$ cat src/rtl/enc_feat_drain.sv
// enc_feat_drain: drain stage of the hash-encoding lookup table.
// Polls a pending row until all of its features are back, streams every
// column's NUM_BANK-wide feature word to the MLP, then frees the row.
module enc_feat_drain #(
  parameter int TABLE_ROW  = 32,
  parameter int TABLE_COL  = 128,
  parameter int NUM_BANK   = 8,
  parameter int DATA_WIDTH = 32,
  parameter int PEND_DEPTH = 4,
  parameter int OUT_DEPTH  = 4,
  parameter int READ_LAT   = 2
) (
  input  logic                           clk,
  input  logic                           rstn,
  input  logic                           req_valid,
  input  logic [DATA_WIDTH-1:0]          req_row,
  output logic                           req_ready,
  input  logic                           tbl_gnt,
  output logic                           tbl_req,
  output logic                           check_en,
  output logic                           feat_rd_en,
  output logic                           invalid_en,
  output logic [DATA_WIDTH-1:0]          target_row_id,
  output logic [DATA_WIDTH-1:0]          target_col_id,
  input  logic                           all_returned,
  input  logic [NUM_BANK*DATA_WIDTH-1:0] feat_rd_data,
  output logic                           out_valid,
  input  logic                           out_ready,
  output logic [NUM_BANK*DATA_WIDTH-1:0] out_data,
  output logic [DATA_WIDTH-1:0]          out_row,
  output logic [DATA_WIDTH-1:0]          out_col,
  output logic                           out_last,
  output logic                           busy
);
  localparam int COLS = TABLE_COL / NUM_BANK;
  localparam int CW   = (COLS > 1) ? $clog2(COLS) : 1;
  localparam int FW   = NUM_BANK * DATA_WIDTH;
  localparam int PPW  = (PEND_DEPTH > 1) ? $clog2(PEND_DEPTH) : 1;
  localparam int PCW  = $clog2(PEND_DEPTH + 1);
  localparam int OPW  = (OUT_DEPTH > 1) ? $clog2(OUT_DEPTH) : 1;
  localparam int OCW  = $clog2(OUT_DEPTH + 1);
  localparam int FLW  = $clog2(READ_LAT + 1);
  localparam int SW   = ((OCW > FLW) ? OCW : FLW) + 1;

  typedef enum logic [2:0] {IDLE, CHECK, READ, WAIT, FREE} state_t;

  typedef struct packed {
    logic          vld;
    logic [CW-1:0] col;
    logic          last;
  } tag_t;

  typedef struct packed {
    logic [FW-1:0]         data;
    logic [DATA_WIDTH-1:0] row;
    logic [CW-1:0]         col;
    logic                  last;
  } beat_t;

  state_t                state_q, state_d;
  logic [DATA_WIDTH-1:0] row_q, row_d;
  logic [CW-1:0]         col_q, col_d;

  logic [PEND_DEPTH-1:0][DATA_WIDTH-1:0] pend_mem_q, pend_mem_d;
  logic [PPW-1:0] pend_wr_q, pend_wr_d, pend_rd_q, pend_rd_d;
  logic [PCW-1:0] pend_cnt_q, pend_cnt_d;
  logic           pend_push, pend_pop;

  tag_t [READ_LAT-1:0] tag_q, tag_d;
  logic [FLW-1:0]      in_flight_q, in_flight_d;
  logic                ret, credit, wait_done;

  beat_t [OUT_DEPTH-1:0] omem_q, omem_d;
  logic [OPW-1:0] o_wr_q, o_wr_d, o_rd_q, o_rd_d;
  logic [OCW-1:0] o_cnt_q, o_cnt_d;
  logic           o_push, o_pop;

  function automatic logic [PPW-1:0] pinc(input logic [PPW-1:0] p);
    return (p == PPW'(PEND_DEPTH - 1)) ? '0 : p + 1'b1;
  endfunction

  function automatic logic [OPW-1:0] oinc(input logic [OPW-1:0] p);
    return (p == OPW'(OUT_DEPTH - 1)) ? '0 : p + 1'b1;
  endfunction

  assign req_ready     = (pend_cnt_q != PCW'(PEND_DEPTH));
  assign busy          = (state_q != IDLE) || (pend_cnt_q != '0);
  assign target_row_id = row_q;
  assign target_col_id = DATA_WIDTH'(col_q);

  // A read may issue only if its word is guaranteed a slot in the output FIFO.
  assign ret       = tag_q[READ_LAT-1].vld;
  assign credit    = (SW'(in_flight_q) + SW'(o_cnt_q)) < SW'(OUT_DEPTH);
  // Nothing issues in WAIT, so the pipe is empty after this edge when the
  // only outstanding tag (if any) is the one returning now.
  assign wait_done = (in_flight_q == FLW'(ret));

  // Row-level FSM: next state and table commands.
  always_comb begin
    state_d    = state_q;
    row_d      = row_q;
    col_d      = col_q;
    tbl_req    = 1'b0;
    check_en   = 1'b0;
    feat_rd_en = 1'b0;
    invalid_en = 1'b0;
    pend_pop   = 1'b0;
    unique case (state_q)
      IDLE: if (pend_cnt_q != '0) begin
        state_d = CHECK;
        row_d   = pend_mem_q[pend_rd_q];
      end
      CHECK: begin
        tbl_req = 1'b1;
        if (tbl_gnt) begin
          check_en = 1'b1;
          if (all_returned) begin
            state_d = READ;
            col_d   = '0;
          end
        end
      end
      READ: begin
        tbl_req = 1'b1;
        if (tbl_gnt && credit) begin
          feat_rd_en = 1'b1;
          col_d      = col_q + 1'b1;
          if (col_q == CW'(COLS - 1)) state_d = WAIT;
        end
      end
      WAIT: if (wait_done) state_d = FREE;
      FREE: begin
        tbl_req = 1'b1;
        if (tbl_gnt) begin
          invalid_en = 1'b1;
          pend_pop   = 1'b1;
          state_d    = IDLE;
        end
      end
      default: state_d = IDLE;
    endcase
  end

  // Pending-row FIFO; head stays in place until the row is freed.
  always_comb begin
    pend_push  = req_valid && req_ready;
    pend_mem_d = pend_mem_q;
    pend_wr_d  = pend_wr_q;
    pend_rd_d  = pend_rd_q;
    if (pend_push) begin
      pend_mem_d[pend_wr_q] = req_row;
      pend_wr_d             = pinc(pend_wr_q);
    end
    if (pend_pop) pend_rd_d = pinc(pend_rd_q);
    pend_cnt_d = pend_cnt_q + PCW'(pend_push) - PCW'(pend_pop);
  end

  // Read-return tag shift, aligned with feat_rd_data READ_LAT cycles later.
  always_comb begin
    tag_d[0].vld  = feat_rd_en;
    tag_d[0].col  = col_q;
    tag_d[0].last = (col_q == CW'(COLS - 1));
    for (int i = 1; i < READ_LAT; i++) tag_d[i] = tag_q[i-1];
    in_flight_d = in_flight_q + FLW'(feat_rd_en) - FLW'(ret);
  end

  // Output FIFO, first-word-fall-through.
  assign o_push = ret;
  assign o_pop  = out_valid && out_ready;
  always_comb begin
    omem_d = omem_q;
    o_wr_d = o_wr_q;
    o_rd_d = o_rd_q;
    if (o_push) begin
      omem_d[o_wr_q].data = feat_rd_data;
      omem_d[o_wr_q].row  = row_q;
      omem_d[o_wr_q].col  = tag_q[READ_LAT-1].col;
      omem_d[o_wr_q].last = tag_q[READ_LAT-1].last;
      o_wr_d              = oinc(o_wr_q);
    end
    if (o_pop) o_rd_d = oinc(o_rd_q);
    o_cnt_d = o_cnt_q + OCW'(o_push) - OCW'(o_pop);
  end

  assign out_valid = (o_cnt_q != '0);
  assign out_data  = omem_q[o_rd_q].data;
  assign out_row   = omem_q[o_rd_q].row;
  assign out_col   = DATA_WIDTH'(omem_q[o_rd_q].col);
  assign out_last  = omem_q[o_rd_q].last;

  // State registers; reset aborts any row in progress without freeing it.
  always_ff @(posedge clk or negedge rstn) begin
    if (!rstn) begin
      state_q     <= IDLE;
      row_q       <= '0;
      col_q       <= '0;
      pend_mem_q  <= '0;
      pend_wr_q   <= '0;
      pend_rd_q   <= '0;
      pend_cnt_q  <= '0;
      tag_q       <= '0;
      in_flight_q <= '0;
      omem_q      <= '0;
      o_wr_q      <= '0;
      o_rd_q      <= '0;
      o_cnt_q     <= '0;
    end else begin
      state_q     <= state_d;
      row_q       <= row_d;
      col_q       <= col_d;
      pend_mem_q  <= pend_mem_d;
      pend_wr_q   <= pend_wr_d;
      pend_rd_q   <= pend_rd_d;
      pend_cnt_q  <= pend_cnt_d;
      tag_q       <= tag_d;
      in_flight_q <= in_flight_d;
      omem_q      <= omem_d;
      o_wr_q      <= o_wr_d;
      o_rd_q      <= o_rd_d;
      o_cnt_q     <= o_cnt_d;
    end
  end
endmodule

$ cat config.mk
export PLATFORM = sky130hd
export DESIGN_NAME = enc_feat_drain
export DESIGN_NICKNAME = d
export VERILOG_FILES = /design/src/rtl/enc_feat_drain.sv
export SDC_FILE = /design/constraint.sdc
export NUM_CORES = 2
export LEC_CHECK = 0
export BUFFER_PORTS_ARGS = -buffer_cell sky130_fd_sc_hd__buf_2
export CORE_MARGIN = 2
export CORE_UTILIZATION = 25
export CTS_CLUSTER_DIAMETER = 100
export DETAILED_ROUTE_END_ITERATION = 8
export GPL_TIMING_DRIVEN = 0
export SYNTH_ARGS = -nofsm -noshare
export SYNTH_HDL_FRONTEND = slang
export SYNTH_SLANG_ARGS = --single-unit
$ cat constraint.sdc
create_clock -name clk -period 2.6 [get_ports clk]
set_input_delay 0.78 -clock clk [delete_from_list [all_inputs] [get_ports clk]]
set_output_delay 0.78 -clock clk [all_outputs]
set_load 0.01 [all_outputs]
==> results.toml <==
[setup_path]
crit_type = "reg -> out"
rrSetupSlack_ns = -0.34
critPathMaxFanout = 11
critPathRequiredTime_ns = 1.82
cp-end-kind = "output port"
reg2reg_depth = 5
cp-startpoint = "o_rd_q[0]"
crit_path_start_kind = "flip-flop"
regToRegStartpoint = "o_push"
worstReg2RegEnd = "omem_q[42]"
critical_path_arrival_ns = 2.63

[power]
power.leakage_uw = 0.0323
p_per_area_nw_per_um2 = 1280
ir_worst_vdd_mv = 0.697

[clock_network]
cts_root_buf = "clkbuf_16"
clk_latency_ns = 0.82
clkTransAtPathRegs_ns = 0.06
htreeDepth = 4
cts_tree = "built"
clock_sinks = 1367
cts_buffer_depth = 3
cts_buffers = 159

[synthesis]
synth-seq-cells = 1367
syn_area_sq_um = 59100
ys_warn_count = 0
avgSynthCellArea_sq_um = 17.3
async_flop_share_pct = 100
synthTopCellsByArea = "dfrtp_1, mux2_2, mux4_2"
synth_cell_types = 40
yosysSeqAreaShare_pct = 57.9
synth_largest_area_cell = "dfrtp_1"
synth_edf_count = 0
synth-main-ff-cell = "dfrtp_1"
synthCells = 3419
synth.top_cell.area_share_pct = 57.9

[timing]
clock.fmax_mhz = 293
fin_ws_ns = -0.811
relSlewSlack_pct = 13.8
slew_viol_final = 0
finalClockSkew_ns = 0.0236
tightest_slew_ns = 1.29
setup_viol = 807
fin_crit_ns = 3.41
grt_setup_unrepaired = "yes"
hold_viol = 7
whs_ns = -0.0255
period_share_pct = 131

[layout]
fillers = 23200
final_layout_size_suffix_gt1_share_pct = 64.7
fin_area_sq_um = 74800
area_delta_synth_final_pct = 26.7
instances_no_fill = 7642
postLayoutCoreUtil_pct = 31.8
finalNetCount = 4652

[global_routing]
grt_use_total_pct = 17.2
antenna_found_initial = 87
grt_start_max_net_pins = 172
grt_overflow = 0
grt_pass1_vias = 36800
grt_pass1_wl_um = 292000

[detailed_routing]
viasPerCell = 4.58
drt.antenna.violating_nets = 0
wl_per_cell_um = 27.8
post-route-drc-count = 0
drt-total-wl_um = 212000
vias = 35000
dr.pass1.iters = 7
drt_iter0_markers = 1938

[floorplan]
ioPinCount = 686
dieWidth_um = 490
start_util_pct = 25.1
core_area_sq_um = 235000
chipHeight_um = 490
std_cell_rows = 178
die_area_sq_um = 240000

[worst_hold_path]
hold_class = "in -> async"

[place]
dpl.hpwl_um = 147000
placed_cells = 7271
io_buffer_count = 629
gp_congestion = 0.765
postPlaceCellArea_sq_um = 66900

[job]
cap_viol_max_count = 0

[outcome]
status = "finished with violations"
violations = "hold timing, setup timing"
placed cells by master (no fill, tap or decap), types with 5 or more instances in the layout:
cell type,Yosys,final
mux4_2,325,325
o21ai_0,5,5
bufinv_16,0,13
nand2_1,10,10
mux2_2,1319,1319
clkbuf_8,0,35
mux2_1,20,20
buf_4,63,93
inv_1,20,19
xnor2_1,6,6
clkbuf_1,19,45
conb_1,1,56
buf_6,20,132
ha_1,18,17
buf_12,0,34
inv_16,0,5
buf_2,160,654
diode_2,0,24
dfrtp_1,1367,1365
clkinv_2,0,19
inv_6,0,8
clkinv_4,0,5
clkbuf_16,0,171
clkinvlp_4,0,8
buf_16,0,40
where the power goes:
group          total (uW)  leakage, uW  internal [uW]  switching, uW
logic               39200       0.0133          20300          19000
registers           33100       0.0163          28900           4240
clock network       23300      0.00266          13700           9620
total               95700       0.0323          62900          32800
per-stage QoR:
step	TNS [ns]	total power (uW)	worst slack (ns)	hold WS, ns
6_report	-296.65	95700	-0.811	-0.0255
5_1_grt	-464.29	100000	-0.906	0.00528
4_1_cts	-427.46	94900	-0.936	-0.0584
3_5_place_dp	-638.83	68400	-1.17	0.339
3_3_place_gp	-	67300	-28.92	0.333
2_1_floorplan	0	52300	0.278	0.331
sequential cells by signal (all words and copies together), names as in the netlist:
register       count
omem_q          1172
in_flight_q        2
tag_d              6
pend_wr_q          2
col_q              4
state_q            3
pend_mem_q       128
target_row_id     32
pend_cnt_q         3
tag_q              5
o_push             1
o_rd_q             2
o_wr_q             2
o_cnt_q            3
pend_rd_q          2
cells by family (layout without fill, tap and decap cells):
group / count (synthesis) / count (layout) / synth area share, %
mux: 1666 / 1666 / 37.9
buf+inv: 303 / 1297 / 2.92
simple gates: 43 / 43 / 0.519
xor+xnor: 7 / 7 / 0.104
compound gates: 12 / 12 / 0.152
other cells: 1 / 80 / 0.00635
flops: 1367 / 1367 / 57.9
fa+ha+maj: 20 / 20 / 0.449
worst max-delay path, stage by stage, from the launching register on:
cell	delay [ns]
dfrtp_2	0.41
buf_12	0.15
buf_12	0.19
buf_16	0.18
mux4_2	0.69
buf_6	0.19
worst max path at each step:
stage | end | slack (ns) | cells past startpoint
after floorplan | feat_rd_en | 0.28 | 4
after global placement | omem_q[177] | -28.92 | 1
after detailed placement | out_row[10] | -1.17 | 5
after CTS | out_data[81] | -0.94 | 5
after global routing | out_data[5] | -0.91 | 7
final | out_data[245] | -0.81 | 5
synthesized netlist by cell type, types with 2 or more instances:
master     count
dfrtp_1     1367
mux2_2      1319
mux4_2       325
buf_2        160
buf_4         63
buf_1         21
buf_6         20
inv_1         20
mux2_1        20
clkbuf_1      19
ha_1          18
nand2_1       10
xnor2_1        6
o21ai_0        5
nand3_1        4
nand3_4        4
nor2_1         4
nor3_1         3
or3_1          3
and3_1         2
fa_1           2
mux2i_1        2
nand4bb_1      2
nor2b_1        2
o211ai_1       2
o311ai_0       2
repair_timing:
action                                  in CTS  in global routing
hold endpoints to repair                   125                  0
endpoints found under the setup margin     962                965
gates resized for setup                    223                184
pin swaps                                    0                  2
buffers inserted                            19                 21
cloned                                       7                 10
final cells by class:
class | instances | area [sq um] | area share (%)
Sequential cell | 1367 | 34200 | 45.7
Tap cell | 3150 | 3940 | 5.27
Multi-Input combinational cell | 1804 | 23400 | 31.3
Buffer | 282 | 2540 | 3.39
Antenna cell | 24 | 60.1 | 0.0803
Timing Repair Buffer | 704 | 5150 | 6.88
Inverter | 20 | 77.6 | 0.104
Clock buffer | 228 | 4590 | 6.13
Clock inverter | 63 | 877 | 1.17
metal layers:
layer / part of all wire [%] / track usage [%] / vias to the layer above
li1: - / - / 14600
met1: 43 / 22.5 / 18900
met2: 47 / 27.8 / 1055
met3: 6.3 / 4.21 / 358
met4: 3.7 / 5.90 / 44
met5: 0.13 / 0 / -
No activity file was read; power rests on OpenSTA's default activity.
